$ cat src/rtl/mem_arbiter_if.sv
// Bus bundle for the two-requester line-burst memory arbiter.
// The slave side is the arbiter; the master side is the environment
// (the two requesters plus the single-port memory's read-data return).
interface mem_arbiter_if #(
   parameter int ADDR_LEN      = 11,
   parameter int LINE_ADDR_LEN = 3
);
   // requester side
   logic                     req0, req1;
   logic                     we0, we1;
   logic [ADDR_LEN-1:0]      addr0, addr1;
   logic [31:0]              wdata0, wdata1;
   logic                     gnt0, gnt1;
   logic                     rvalid0, rvalid1;
   logic                     done0, done1;
   logic [LINE_ADDR_LEN-1:0] beat_idx;
   logic [31:0]              rdata;
   // memory side
   logic [ADDR_LEN-1:0]      mem_addr;
   logic                     mem_wr_req;
   logic [31:0]              mem_wr_data;
   logic [31:0]              mem_rd_data;

   modport slave (
      input  req0, req1, we0, we1, addr0, addr1, wdata0, wdata1, mem_rd_data,
      output gnt0, gnt1, rvalid0, rvalid1, done0, done1, beat_idx, rdata,
             mem_addr, mem_wr_req, mem_wr_data
   );

   modport master (
      output req0, req1, we0, we1, addr0, addr1, wdata0, wdata1, mem_rd_data,
      input  gnt0, gnt1, rvalid0, rvalid1, done0, done1, beat_idx, rdata,
             mem_addr, mem_wr_req, mem_wr_data
   );
endinterface

$ cat src/rtl/mem_arbiter.sv
// Two-requester round-robin arbiter that moves whole lines (N = 2^LINE_ADDR_LEN
// words) to/from a single-port memory with one-cycle registered read latency.
// Writes take N cycles; reads take N+1 because the first word arrives one
// cycle after its address. Outputs decode from state, so an async reset
// drops them all in the same cycle.
module mem_arbiter #(
   parameter int ADDR_LEN      = 11,
   parameter int LINE_ADDR_LEN = 3
) (
   input  logic          clk,
   input  logic          rst_n,
   mem_arbiter_if.slave  bus
);

   localparam int N = 1 << LINE_ADDR_LEN;
   localparam logic [LINE_ADDR_LEN:0] CNT_WR_LAST = (LINE_ADDR_LEN+1)'(N - 1);
   localparam logic [LINE_ADDR_LEN:0] CNT_RD_LAST = (LINE_ADDR_LEN+1)'(N);
   localparam logic [LINE_ADDR_LEN:0] CNT_ONE     = (LINE_ADDR_LEN+1)'(1);

   typedef enum logic [1:0] {IDLE, WRITE, READ} state_t;

   state_t                   state, state_nxt;
   logic [LINE_ADDR_LEN:0]   cnt;       // one extra bit so READ can reach N
   logic [ADDR_LEN-1:0]      base;      // line base, low bits zero
   logic                     we_lat;
   logic                     owner;     // requester holding the current burst
   logic                     rr_ptr;    // requester that wins the next tie

   logic [1:0]               req_v;
   logic                     win;
   logic                     we_sel;
   logic [ADDR_LEN-1:0]      addr_sel;
   logic                     last;
   logic [LINE_ADDR_LEN-1:0] cnt_lo;
   logic [LINE_ADDR_LEN:0]   cnt_m1;
   logic [ADDR_LEN-1:0]      line_addr;
   logic [31:0]              wdata_sel;
   logic [1:0]               gnt_v, rvalid_v, done_v;

   // Arbitration: a lone request wins outright, a tie goes to rr_ptr.
   always_comb begin
      req_v    = {bus.req1, bus.req0};
      win      = (req_v == 2'b11) ? rr_ptr : req_v[1];
      we_sel   = win ? bus.we1   : bus.we0;
      addr_sel = win ? bus.addr1 : bus.addr0;
   end

   // Datapath helpers; the counter's low bits OR into the base so the
   // address can never carry out of the line.
   always_comb begin
      last      = we_lat ? (cnt == CNT_WR_LAST) : (cnt == CNT_RD_LAST);
      cnt_lo    = cnt[LINE_ADDR_LEN-1:0];
      cnt_m1    = cnt - CNT_ONE;
      line_addr = base | {{(ADDR_LEN-LINE_ADDR_LEN){1'b0}}, cnt_lo};
      wdata_sel = owner ? bus.wdata1 : bus.wdata0;
   end

   // State register.
   always_ff @(posedge clk or negedge rst_n) begin
      if (!rst_n) state <= IDLE;
      else        state <= state_nxt;
   end

   // Next-state: IDLE launches a burst, bursts return to IDLE on their last beat.
   always_comb begin
      state_nxt = state;
      case (state)
         IDLE:    if (|req_v) state_nxt = we_sel ? WRITE : READ;
         WRITE,
         READ:    if (last)   state_nxt = IDLE;
         default: state_nxt = IDLE;
      endcase
   end

   // Burst context: latched only in IDLE, so req/we/addr changes mid-burst are ignored.
   always_ff @(posedge clk or negedge rst_n) begin
      if (!rst_n) begin
         cnt    <= '0;
         base   <= '0;
         we_lat <= 1'b0;
         owner  <= 1'b0;
         rr_ptr <= 1'b0;
      end else if (state == IDLE) begin
         cnt <= '0;
         if (|req_v) begin
            base   <= {addr_sel[ADDR_LEN-1:LINE_ADDR_LEN], {LINE_ADDR_LEN{1'b0}}};
            we_lat <= we_sel;
            owner  <= win;
            rr_ptr <= ~win;
         end
      end else begin
         cnt <= last ? '0 : cnt + CNT_ONE;
      end
   end

   // Output decode; everything is zero outside a burst.
   always_comb begin
      gnt_v           = '0;
      rvalid_v        = '0;
      done_v          = '0;
      bus.mem_addr    = '0;
      bus.mem_wr_req  = 1'b0;
      bus.mem_wr_data = '0;
      bus.beat_idx    = '0;
      case (state)
         WRITE: begin
            gnt_v[owner]    = 1'b1;
            bus.mem_addr    = line_addr;
            bus.mem_wr_req  = 1'b1;
            bus.mem_wr_data = wdata_sel;
            bus.beat_idx    = cnt_lo;
            done_v[owner]   = last;
         end
         READ: begin
            gnt_v[owner] = 1'b1;
            if (cnt != CNT_RD_LAST) bus.mem_addr = line_addr;
            if (cnt != '0) begin
               rvalid_v[owner] = 1'b1;
               bus.beat_idx    = cnt_m1[LINE_ADDR_LEN-1:0];
            end
            done_v[owner] = last;
         end
         default: ;
      endcase
   end

   assign bus.gnt0    = gnt_v[0];
   assign bus.gnt1    = gnt_v[1];
   assign bus.rvalid0 = rvalid_v[0];
   assign bus.rvalid1 = rvalid_v[1];
   assign bus.done0   = done_v[0];
   assign bus.done1   = done_v[1];
   assign bus.rdata   = bus.mem_rd_data;

endmodule

$ cat src/flat_wrapper.sv
// flat-port wrapper written by rule: the top's interface ports become plain ports
module mem_arbiter_flat 
#(
   parameter int ADDR_LEN      = 11,
   parameter int LINE_ADDR_LEN = 3
)
  (clk, rst_n, bus_req0, bus_req1, bus_we0, bus_we1, bus_addr0, bus_addr1, bus_wdata0, bus_wdata1, bus_mem_rd_data, bus_gnt0, bus_gnt1, bus_rvalid0, bus_rvalid1, bus_done0, bus_done1, bus_beat_idx, bus_rdata, bus_mem_addr, bus_mem_wr_req, bus_mem_wr_data);
  mem_arbiter_if #(.ADDR_LEN(ADDR_LEN), .LINE_ADDR_LEN(LINE_ADDR_LEN)) bus_i ();
  input  logic clk;
  input  logic rst_n;
  input wire logic [$bits(bus_i.req0)-1:0] bus_req0;
  input wire logic [$bits(bus_i.req1)-1:0] bus_req1;
  input wire logic [$bits(bus_i.we0)-1:0] bus_we0;
  input wire logic [$bits(bus_i.we1)-1:0] bus_we1;
  input wire logic [$bits(bus_i.addr0)-1:0] bus_addr0;
  input wire logic [$bits(bus_i.addr1)-1:0] bus_addr1;
  input wire logic [$bits(bus_i.wdata0)-1:0] bus_wdata0;
  input wire logic [$bits(bus_i.wdata1)-1:0] bus_wdata1;
  input wire logic [$bits(bus_i.mem_rd_data)-1:0] bus_mem_rd_data;
  output wire logic [$bits(bus_i.gnt0)-1:0] bus_gnt0;
  output wire logic [$bits(bus_i.gnt1)-1:0] bus_gnt1;
  output wire logic [$bits(bus_i.rvalid0)-1:0] bus_rvalid0;
  output wire logic [$bits(bus_i.rvalid1)-1:0] bus_rvalid1;
  output wire logic [$bits(bus_i.done0)-1:0] bus_done0;
  output wire logic [$bits(bus_i.done1)-1:0] bus_done1;
  output wire logic [$bits(bus_i.beat_idx)-1:0] bus_beat_idx;
  output wire logic [$bits(bus_i.rdata)-1:0] bus_rdata;
  output wire logic [$bits(bus_i.mem_addr)-1:0] bus_mem_addr;
  output wire logic [$bits(bus_i.mem_wr_req)-1:0] bus_mem_wr_req;
  output wire logic [$bits(bus_i.mem_wr_data)-1:0] bus_mem_wr_data;
  assign bus_i.req0 = bus_req0;
  assign bus_i.req1 = bus_req1;
  assign bus_i.we0 = bus_we0;
  assign bus_i.we1 = bus_we1;
  assign bus_i.addr0 = bus_addr0;
  assign bus_i.addr1 = bus_addr1;
  assign bus_i.wdata0 = bus_wdata0;
  assign bus_i.wdata1 = bus_wdata1;
  assign bus_i.mem_rd_data = bus_mem_rd_data;
  assign bus_gnt0 = bus_i.gnt0;
  assign bus_gnt1 = bus_i.gnt1;
  assign bus_rvalid0 = bus_i.rvalid0;
  assign bus_rvalid1 = bus_i.rvalid1;
  assign bus_done0 = bus_i.done0;
  assign bus_done1 = bus_i.done1;
  assign bus_beat_idx = bus_i.beat_idx;
  assign bus_rdata = bus_i.rdata;
  assign bus_mem_addr = bus_i.mem_addr;
  assign bus_mem_wr_req = bus_i.mem_wr_req;
  assign bus_mem_wr_data = bus_i.mem_wr_data;
  mem_arbiter #(.ADDR_LEN(ADDR_LEN), .LINE_ADDR_LEN(LINE_ADDR_LEN)) u_core (.clk(clk), .rst_n(rst_n), .bus(bus_i));
endmodule
$ cat config.mk
export PLATFORM = sky130hd
export DESIGN_NAME = mem_arbiter_flat
export DESIGN_NICKNAME = d
export VERILOG_FILES = /design/src/rtl/mem_arbiter_if.sv /design/src/rtl/mem_arbiter.sv /design/src/flat_wrapper.sv
export SDC_FILE = /design/constraint.sdc
export NUM_CORES = 1
export LEC_CHECK = 0
export CORE_ASPECT_RATIO = 0.7
export CORE_UTILIZATION = 30
export DETAILED_ROUTE_END_ITERATION = 6
export PLACE_DENSITY = 0.92
export SYNTH_ARGS = -nofsm -noshare
export SYNTH_HDL_FRONTEND = slang
export SYNTH_SLANG_ARGS = --single-unit
$ cat constraint.sdc
create_clock -name clk -period 5.6 [get_ports clk]
set_input_delay 1.68 -clock clk [delete_from_list [all_inputs] [get_ports clk]]
set_output_delay 1.68 -clock clk [all_outputs]
set_load 0.01 [all_outputs]
# Word-level counts from Yosys, hierarchy flattened
# Index checks and enable logic that the tools add are counted.
[word_totals]
ff_bits = 17
in_bits = 124
output_inout_bits = 85
word_cells = 51
[classes]
add_sub_neg = 2
magnitude_cmp = 2
eq_ne = 8
muxes = 23
n_bitwise = 3
n_reduce_logical = 7
[ops]
columns = ["operator", "count"]
rows = [
  ["32-bit 2-to-1 mux", 2],
  ["11-bit 2-to-1 mux", 2],
  ["11-bit case mux with 2 select lines", 1],
  ["2-bit 2-to-1 mux", 7],
  ["11-bit by 3-bit OR with 11-bit output", 1],
  ["4-bit 2-to-1 mux", 2],
  ["3-bit case mux with 2 select lines", 1],
  ["1-bit 2-to-1 mux", 5],
  ["4-bit by 1-bit adder with 4-bit output (second input constant)", 1],
  ["2-bit equality test (second input constant)", 2],
  ["4-bit by 3-bit equality test with 1-bit output (second input constant)", 1],
  ["4-bit equality test (second input constant)", 1],
  ["2-bit by 1-bit != test with 1-bit output (second input constant)", 2],
  ["4-bit != test (second input constant)", 1],
  ["2-bit case mux with 2 select lines", 1],
  ["2-bit AND reduction", 2],
  ["4-bit nonzero test", 1],
  ["2-bit OR reduction", 2],
  ["3-bit 2-to-1 mux", 1],
  ["3-bit by 1-bit subtractor with 3-bit output (second input constant)", 1],
  ["2-bit bitwise AND", 1],
  ["2-bit by 1-bit equality test with 1-bit output (second input constant)", 1],
  ["2-bit logical NOT", 1],
  ["1-bit by 2-bit < comparator with 1-bit output (second input constant)", 1],
  ["other kinds (4)", 4],
]

# Depth between registers and ports, before layout
[logic_depth]
word_depth = 6
ltp_mapped = 6
depth_no_buf = 6

# Worst setup path before layout
# Ideal clock, no wire load.
[synth_path]
path_type = "input-to-output"
start = "input bus_wdata1[10]"
end = "output bus_mem_wr_data[10]"
arrival_time_ns = 1.924
required_time_ns = 3.920
slack_ns = 1.996
cell_stages = 2
n_path_buf = 0
path_cell_list = "mux2i_1 -> nor2b_1"
[synth_via]
elab_chain_cells = 2
[synth_rtl]
columns = ["item", "line_no", "rtl"]
rows = [
  ["start, declared", "flat_wrapper.sv:18", "input wire logic [$bits(bus_i.wdata1)-1:0] bus_wdata1;"],
  ["32-bit 2-to-1 mux", "mem_arbiter.sv:55", "wdata_sel = owner ? bus.wdata1 : bus.wdata0;"],
  ["32-bit 2-to-1 mux", "mem_arbiter.sv:105", "case (state)"],
  ["end, declared", "flat_wrapper.sv:30", "output wire logic [$bits(bus_i.mem_wr_data)-1:0] bus_mem_wr_data;"],
]
# No other way between the ends.

# Worst setup path in the final report
[layout_path]
start = "input bus_wdata1[9]"
end = "output bus_mem_wr_data[9]"
# Same word-level chain as after synthesis.

==> out/metrics.yaml <==
netlist_area_sq_mm: 0.00187
ys_top_cells_by_area: "dfrtp_1 (23%), mux2i_1 (18%), buf_4 (13%), nor2b_1 (11%), a21o_1 (4.0%)"
worst_pin_slew_ns: 1.03
grt_setup_unrepaired: "no"
setup_violations: 0
final_layout_size_suffix_gt1_frac: 0.0510
min_to: "u_core.cnt[0]$_DFF_PN0_"
vias_per_cell: 4.80
min_path_type: "flip-flop to flip-flop"
drc: 0
ios: 209
hold_buffers: 0
first_global_vias: 1747
max_stage_delay_ns: 0.54
ant_nets: 0
num_rows: 23
dr_total_vias: 1866
diodes: 0
avgRoutedWirePerCell_um: 15.1
die_x_um: 96.3
port_buffers: 138
cts_made_buffers: 3
hold_start: "u_core.cnt[0]$_DFF_PN0_"
power_w: 0.00107
grt_overflow: 0
critical-path-top-delay-family: "buffers and inverters"
cts_setup_buffers: 0
core_area_sq_mm: 0.00587
dp_cells: 385
r2r_start: "u_core.state[1]$_DFFE_PN0P_"
skew_ns: 0.000911
synth-simple-area-share: 0.222
clk_latency_ns: 0.24
antenna_found_initial: 0
synth_warnings: 0
fin_cells: 389
routed_wirelength_mm: 5.88
r2r-end: "u_core.base[4]$_DFFE_PN0P_"
cp-start-kind: "input port"
clk_pin_slew_ns: 0.06
place.gp.congestion: 0.795
ys_types: 35
synth_fa_ha_area_frac: 0.0335
power.internal_w: 0.000638
relSlewSlack: 0.312
swShare: 0.406
fin_tns_setup_ns: 0
grt_pass1_wl_mm: 8.27
fin_nets: 444
period_needed_ns: 4.62
drt_iter0_drc: 24
synth_nets: 342
maxCapViolations: 0
start_util: 0.318
dr.pass1.iters: 4
critPathMaxFanout: 1
fin_crit_sh: 0.826
outcome: "finished, final reports clean"
p_leak_nw: 1.30
ctsResizeCount: 0
cp.arrival_ns: 2.94
cts_sinks: 17
syn_inst: 213
clkPwrFrac: 0.082
synth_seq_cells: 17
crit_chain: "clkdlybuf4s50_1 -> mux2i_1 -> nor2b_1 -> clkdlybuf4s50_1"
synth_seq_area_share: 0.228
cts_tree: "built"
syn_to_final_growth_pct: 66.2
synthXorXnorAreaFrac: 0.00938
holdPathStages: 1
synth_compound_area_frac: 0.147
pwr-share-comb: 0.661
hold_violations: 0
reg2reg_depth: 6
synth_top_area_cell: "dfrtp_1"
cp_num_buf_inv: 2
dieArea_sq_mm: 0.00655
grt_max_degree: 39
power.density_mw_per_mm2: 346
r2r_setup_slack_ns: 3.96
cpMostUsedCell: "clkdlybuf4s50_1"
chipHeight_um: 68
synth_top_family_by_area: "simple AND/OR/NAND/NOR gates"
synth_top_area_frac: 0.228
avgSynthCellArea_sq_um: 8.76
p_switching_w: 0.000436
slowest_stage: "clkdlybuf4s50_1"
path_class: "input port to primary output"
track_usage: 0.162
cp-end-kind: "primary output"
hpwl_mm: 4.76
seq_power_share: 0.256
synthMuxAreaShare: 0.183
htree_levels: 1
ir_worst_vdd_mv: 0.258
fin_util: 0.528
max_freq_ghz: 0.216
cts_root_buffer: "clkbuf_8"
cts_buffer_depth: 2
report.final.slew_viol_count: 0
cp_data_required_time_ns: 3.92
cells by family after synthesis:
logic type | count (synthesis)
adder cells (fa/ha/maj) | 5
flip-flops | 17
multiplexers | 34
AND/OR/NAND/NOR | 67
AO/OA/AOI/OAI | 36
buffers and inverters | 52
XOR/XNOR | 2
worst max-delay path by stage:
stage	start	to	slack, ns	cells after the start
floorplan	bus_wdata1[10]	bus_mem_wr_data[10]	2.00	2
global placement	bus_wdata1[16]	bus_mem_wr_data[16]	1.0	4
detailed placement	bus_wdata1[9]	bus_mem_wr_data[9]	0.98	4
CTS	bus_wdata1[9]	bus_mem_wr_data[9]	0.98	4
global route	bus_wdata1[30]	bus_mem_wr_data[30]	0.91	4
finish	bus_wdata1[9]	bus_mem_wr_data[9]	0.98	4
synthesized netlist by cell type (all sizes together):
cell / instances
clkbuf: 4
a22o: 8
a21oi: 4
mux2i: 33
clkinv: 1
nand2b: 1
and3: 1
a32o: 1
nor3: 2
or4: 2
ha: 5
a21o: 10
nor2b: 33
nand2: 4
o31ai: 3
nand3b: 1
o21ai: 5
inv: 9
buf: 38
o31a: 3
nor2: 9
nor4b: 1
mux2: 1
nand4b: 1
dfrtp: 17
xnor2: 2
o211a: 1
a211oi: 1
and2: 12
flip-flops by register name (all words and copies together), names as in the netlist:
name	cells
u_core.rr_ptr	1
u_core.owner	1
u_core.state	2
u_core.cnt	4
u_core.base	8
u_core.we_lat	1
power by group through the flow:
| stage | logic (W) | registers, W | clock network (W) |
|---|---|---|---|
| finish | 0.000711 | 0.000275 | 0.0000886 |
| global route | 0.000784 | 0.000284 | 0.0000947 |
| CTS | 0.000718 | 0.000275 | 0.0000913 |
| detailed placement | 0.000715 | 0.000276 | 0 |
| global placement | 0.000699 | 0.000271 | 0 |
| floorplan | 0.000492 | 0.000203 | 0 |
through the flow:
step | instance area, sq um | setup WS, ns | hold WS (ns)
global route | 3100 | 0.906 | 0.558
detailed placement | 3060 | 0.976 | 0.498
CTS | 3100 | 0.976 | 0.520
global placement | 3060 | 0.997 | 0.505
floorplan | 1870 | 2.00 | 0.468
finish | 3100 | 0.977 | 0.521
cell usage in the layout (no fill, tap or decap), types with 2 or more instances in the layout:
master and n:
a21o_1 10, a21oi_1 4, a22o_1 8, and2_1 10, and2_2 2, clkbuf_8 3
clkdlybuf4s50_1 138, dfrtp_1 16, ha_1 5, inv_1 7, inv_2 2, mux2i_1 33
nand2_1 4, nor2_1 9, nor2b_1 33, nor3_1 2, o21ai_0 3, o21ai_1 2
o31a_1 2, o31ai_1 3, or4_1 2, xnor2_1 2
cell type report:
type / count / area [sq um]
sequential: 17 / 427
multi-input combinational: 144 / 1110
fill: 515 / 2770
tap: 75 / 93.8
inverter: 10 / 37.5
timing repair buffer: 139 / 1390
clock buffer: 4 / 45.0
layer usage:
layer	part of all wire	vias to the layer above	GRT usage	wire [um]
met5	0	-	0	0
met3	0.083	10	0.0433	489
li1	-	899	-	-
met2	0.51	91	0.290	3000
met1	0.40	866	0.194	2340
met4	0.0090	0	0.0392	53
worst reg2reg max path, delay by kind of cell (launching register included):
kind	cells	cell delay, ns
adder cells (fa/ha/maj)	1	0.19
flip-flops	1	0.38
buffers and inverters	2	0.20
AO/OA/AOI/OAI	3	0.81
Power figures use the tool's default switching activity.
==> RTL edit 1: new RTL, same flow settings <==
`LINE_ADDR_LEN` is set to 3 in 3 places; all go to 4.
--- a/src/rtl/mem_arbiter_if.sv
+++ b/src/rtl/mem_arbiter_if.sv
@@ -3,7 +3,7 @@
 // (the two requesters plus the single-port memory's read-data return).
 interface mem_arbiter_if #(
    parameter int ADDR_LEN      = 11,
-   parameter int LINE_ADDR_LEN = 3
+   parameter int LINE_ADDR_LEN = 4
 );
    // requester side
    logic                     req0, req1;
--- a/src/rtl/mem_arbiter.sv
+++ b/src/rtl/mem_arbiter.sv
@@ -5,7 +5,7 @@
 // drops them all in the same cycle.
 module mem_arbiter #(
    parameter int ADDR_LEN      = 11,
-   parameter int LINE_ADDR_LEN = 3
+   parameter int LINE_ADDR_LEN = 4
 ) (
    input  logic          clk,
    input  logic          rst_n,
--- a/src/flat_wrapper.sv
+++ b/src/flat_wrapper.sv
@@ -2,7 +2,7 @@
 module mem_arbiter_flat 
 #(
    parameter int ADDR_LEN      = 11,
-   parameter int LINE_ADDR_LEN = 3
+   parameter int LINE_ADDR_LEN = 4
 )
   (clk, rst_n, bus_req0, bus_req1, bus_we0, bus_we1, bus_addr0, bus_addr1, bus_wdata0, bus_wdata1, bus_mem_rd_data, bus_gnt0, bus_gnt1, bus_rvalid0, bus_rvalid1, bus_done0, bus_done1, bus_beat_idx, bus_rdata, bus_mem_addr, bus_mem_wr_req, bus_mem_wr_data);
   mem_arbiter_if #(.ADDR_LEN(ADDR_LEN), .LINE_ADDR_LEN(LINE_ADDR_LEN)) bus_i ();
Interface: changed (resized bus_beat_idx); port bits go from 209 to 210. No check against the original RTL was run, so the function may have changed too.
==> RTL edit 1 against the original RTL <==
  * Combinational power down 3.8%
  * Power down 3.1%
  * Final area down 1.3%
  * Via count down 2.0%
  * Sequential cell count unchanged
  * Worst setup slack worse by 0.026 ns
  * Clock power up 5.3%
  * Count of clock-buffer cells in the layout down 1
  * Sequential power down 4%
  * Clock skew up 0.0019 ns
  * Largest power group unchanged
  * Routed wire length down 1.1%
  * Synthesized area down 1.3%
==> RTL edit 1: results (changes against the original RTL) <==
The number of different library cells in the post-synthesis netlist is 37 (+5.7%). The setup slack of the most critical reg-to-reg path is 3.90 ns (-0.06 ns). The worst hold margin is 0.539 ns (+0.0179 ns). The leakage power of the design came out at 1.31 nW (+0.77%). The area after detailed placement is 3020 µm² (-1.4%). The most critical setup path has its endpoint at bus_mem_wr_data[19]. The pin count of the biggest net entering global routing came out at 37 (-5.1%). The cell count after placement is 388 (+0.78%).

The synthesized net count came out at 347 (+1.5%). Ranked by total cell area, the synthesized netlist is headed by sky130_fd_sc_hd__dfrtp_1, sky130_fd_sc_hd__mux2i_1, sky130_fd_sc_hd__buf_4, sky130_fd_sc_hd__nor2_1, sky130_fd_sc_hd__and2_1. The number of global-route vias before repair was 1740 (-0.40%). The data arrival time of the critical path is 2.97 ns (+0.03 ns). The largest registers in the layout are u_core.base (7), u_core.cnt (5), u_core.state (2). The transition time of the tightest slew-check pin is 0.974 ns (-0.0585 ns). The count of port buffers added during placement is 137 (-0.72%). The switching power share of the total was 0.414 (+0.00781).

The worst IR drop on VDD is 0.195 mV (-24%). The final net count came out at 448 (+0.90%). The post-DP HPWL is 4.81 mm (+0.98%). The share of synthesized area occupied by flip-flops and latches came out at 0.231 (+0.00294).

The run finished with clean final reports. The all-layer global routing usage is 0.173 (+0.0105). The final RePlAce weighted congestion came to 0.770 (-3.2%). The stage delay of the slowest cell on the critical path was 0.56 ns (+0.02 ns).

The number of optimization iterations in the first detailed-route pass is 5 (+1). The portion of total power attributed to sequential cells is 0.254 (-0.002). The clock group share of total power is 0.090 (+0.008). The fraction of synthesized area in multiplexers was 0.185 (+0.00236).

The wire length reported by the detailed router came out at 5.82 mm (-1.1%). The worst setup path startpoint is bus_wdata1[19]. The worst setup skew after layout came out at 0.00276 ns (+0.00185 ns). Counting instances in the post-synthesis netlist gives the leading cell types as sky130_fd_sc_hd__nor2_1, sky130_fd_sc_hd__buf_4, sky130_fd_sc_hd__mux2i_1, sky130_fd_sc_hd__dfrtp_1, sky130_fd_sc_hd__and2_1.
RTL edit 1: cell count changes in the layout (fill, tap and decap cells not counted), moves of 3 or more:
cell,before,now
sky130_fd_sc_hd__nor2b_1,33,2
sky130_fd_sc_hd__and2_1,10,13
sky130_fd_sc_hd__nor2_1,9,41
sky130_fd_sc_hd__o22ai_1,0,3
sky130_fd_sc_hd__a21oi_1,4,0
sky130_fd_sc_hd__o31ai_1,3,0
RTL edit 1: metal layers:
layer,wire length (µm),track usage,up-vias
met3,375,0.0518,8
met5,0,0,-
met4,170,0.0840,0
li1,-,-,915
met2,2760,0.276,75
met1,2510,0.213,831
RTL edit 1: area by class of cell:
class                           count  area (µm²)
Tap cell                           75        93.8
Clock buffer                        3        41.3
Clock inverter                      1        5.00
Sequential cell                    17         427
Inverter                            9        33.8
Fill cell                         534        2750
Multi-Input combinational cell    149        1080
Timing Repair Buffer              138        1380
==> RTL edit 2: new RTL, same flow settings <==
Made on the original files. Re-encode `state_t` (3 states) as one-hot, 3 bits wide.
--- a/src/rtl/mem_arbiter.sv
+++ b/src/rtl/mem_arbiter.sv
@@ -17,7 +17,7 @@
    localparam logic [LINE_ADDR_LEN:0] CNT_RD_LAST = (LINE_ADDR_LEN+1)'(N);
    localparam logic [LINE_ADDR_LEN:0] CNT_ONE     = (LINE_ADDR_LEN+1)'(1);
 
-   typedef enum logic [1:0] {IDLE, WRITE, READ} state_t;
+   typedef enum logic [2:0] {IDLE = 3'b001, WRITE = 3'b010, READ = 3'b100} state_t;
 
    state_t                   state, state_nxt;
    logic [LINE_ADDR_LEN:0]   cnt;       // one extra bit so READ can reach N
Function: same outputs for any inputs over 10 cycles, from zero or initial values and one cycle with rst_n low; not proved beyond that.
==> RTL edit 2 against the original RTL <==
  * Worst setup slack improved by 0.036 ns
  * Core utilization increased by 2.1 points
  * Clock skew increased by 0.00068 ns
  * Global-route usage increased by 1.2 points
  * Sequential share of layout area increased by 1.5 points
  * Routed wire length decreased by 3.1%
  * Sequential cell count increased by 1
  * Final area decreased by 4.5%
  * Synthesized area decreased by 7.5%
  * Combinational power decreased by 24%
  * First-iteration DRC count increased to 2.7 times the old value
  * Power decreased by 13%
  * Register-to-register slack about the same
==> RTL edit 2: results (changes against the original RTL) <==
The data arrival time of the critical path is 2.91 ns (-0.03 ns). The global-route wire length before repair came out at 8.25 mm (-0.34%). The area after detailed placement is 2920 µm² (-4.6%). The iteration-0 DRC count of the detailed router came to 65 (+170%). The synthesis warning total came out at 0 (unchanged). The via-per-instance ratio is 4.71 (-1.8%).

The pin count of the biggest net entering global routing was 36 (-7.7%). The final net count came out at 438 (-1.4%). The post-DP HPWL is 4.60 mm (-3.4%). The final RePlAce weighted congestion was 0.825 (+3.8%). Sorting the synthesized cells by area gives the leading types as sky130_fd_sc_hd__dfrtp_1, sky130_fd_sc_hd__mux2i_1, sky130_fd_sc_hd__buf_4, sky130_fd_sc_hd__nor2_1, sky130_fd_sc_hd__and2_1. The leakage power of the design is 1.26 nW (-3.3%). The run finished with clean final reports. The pre-CTS setup slack is 1.00 ns (+0.0255 ns). The number of global-route vias before repair came out at 1709 (-2.2%).

The fraction of final layout cells with drive strength greater than 1 came to 0.0289 (-0.0220). The headroom to the max-slew limit came out at 0.366 (+0.0538). The number of filler cells placed in the layout is 506 (-1.7%). The worst setup skew after layout is 0.00159 ns (+0.000682 ns). The commonest cells after synthesis are sky130_fd_sc_hd__nor2_1, sky130_fd_sc_hd__buf_4, sky130_fd_sc_hd__mux2i_1, sky130_fd_sc_hd__dfrtp_1, sky130_fd_sc_hd__and2_1. The average wire per standard cell came out at 14.9 µm (-1.6%). The number of different library cells in the post-synthesis netlist is 30 (-14%). The min-delay analysis places its worst path in the category flip-flop to flip-flop.

The count of inserted antenna diode cells is 0 (unchanged). The number of optimization iterations in the first detailed-route pass came to 4 (unchanged). The all-layer global routing usage came out at 0.174 (+0.0117). The largest registers in the layout are u_core.base (8), u_core.cnt (4), u_core.state (3). The synthesized net count came to 336 (-1.8%). The share of synthesized area occupied by flip-flops and latches is 0.262 (+0.0337).

The worst IR drop on VDD came out at 0.152 mV (-41%).
[RTL edit 2: report_power, final]
group	switching (mW)	leakage, nW	internal [mW]
Sequential	0.103	0.223	0.191
Combinational	0.222	1.01	0.320
Clock	0.0443	0.0228	0.0506
Total	0.369	1.26	0.562
[RTL edit 2: cell type report]
class	instances	share of cell area
inverter	5	0.00634
multi-input combinational	146	0.329
tap	72	0.0304
clock buffer	4	0.0152
sequential	18	0.153
timing repair buffer	138	0.466
[RTL edit 2: metrics by stage]
stage | utilization | std cells
6_report | 0.549 | 383
5_1_grt | 0.549 | 383
4_1_cts | 0.549 | 383
3_5_place_dp | 0.541 | 379
3_3_place_gp | 0.541 | 379
2_1_floorplan | - | 210
[RTL edit 2: worst paths after layout]
| check | startpoint | to | slack, ns | depth (start not counted) |
|---|---|---|---|---|
| max in group asynchronous | rst_n | u_core.owner$_DFFE_PN0P_ | 3.13 | 1 |
| setup reg to reg | u_core.state[0]$_DFFE_PN1P_ | u_core.base[4]$_DFFE_PN0P_ | 3.96 | 4 |
| hold reg to reg | u_core.rr_ptr$_DFFE_PN0P_ | u_core.rr_ptr$_DFFE_PN0P_ | 0.55 | 1 |
| setup / recovery | bus_wdata1[10] | bus_mem_wr_data[10] | 1.01 | 4 |
| min in group asynchronous | rst_n | u_core.base[5]$_DFFE_PN0P_ | 1.90 | 1 |
| hold / removal | u_core.rr_ptr$_DFFE_PN0P_ | u_core.rr_ptr$_DFFE_PN0P_ | 0.55 | 1 |
[RTL edit 2: layer usage]
layer	part of all wire	up-vias	wire length, µm	track usage
li1	-	878	-	-
met5	0	-	0	0
met4	0.011	0	61	0.0404
met1	0.41	844	2330	0.206
met2	0.49	74	2820	0.301
met3	0.084	8	480	0.0648
[RTL edit 2: kinds of logic (layout without fill, tap and decap cells)]
logic type,count (synthesis),count (layout),synth area share
muxes,33,33,0.191
adders and majority gates,2,2,0.0145
and+or+nand+nor,76,76,0.212
DFF,18,18,0.262
buffers and inverters,46,147,0.175
AOI/OAI and AO/OA,33,33,0.136
xor gates and xnor gates,2,2,0.0101
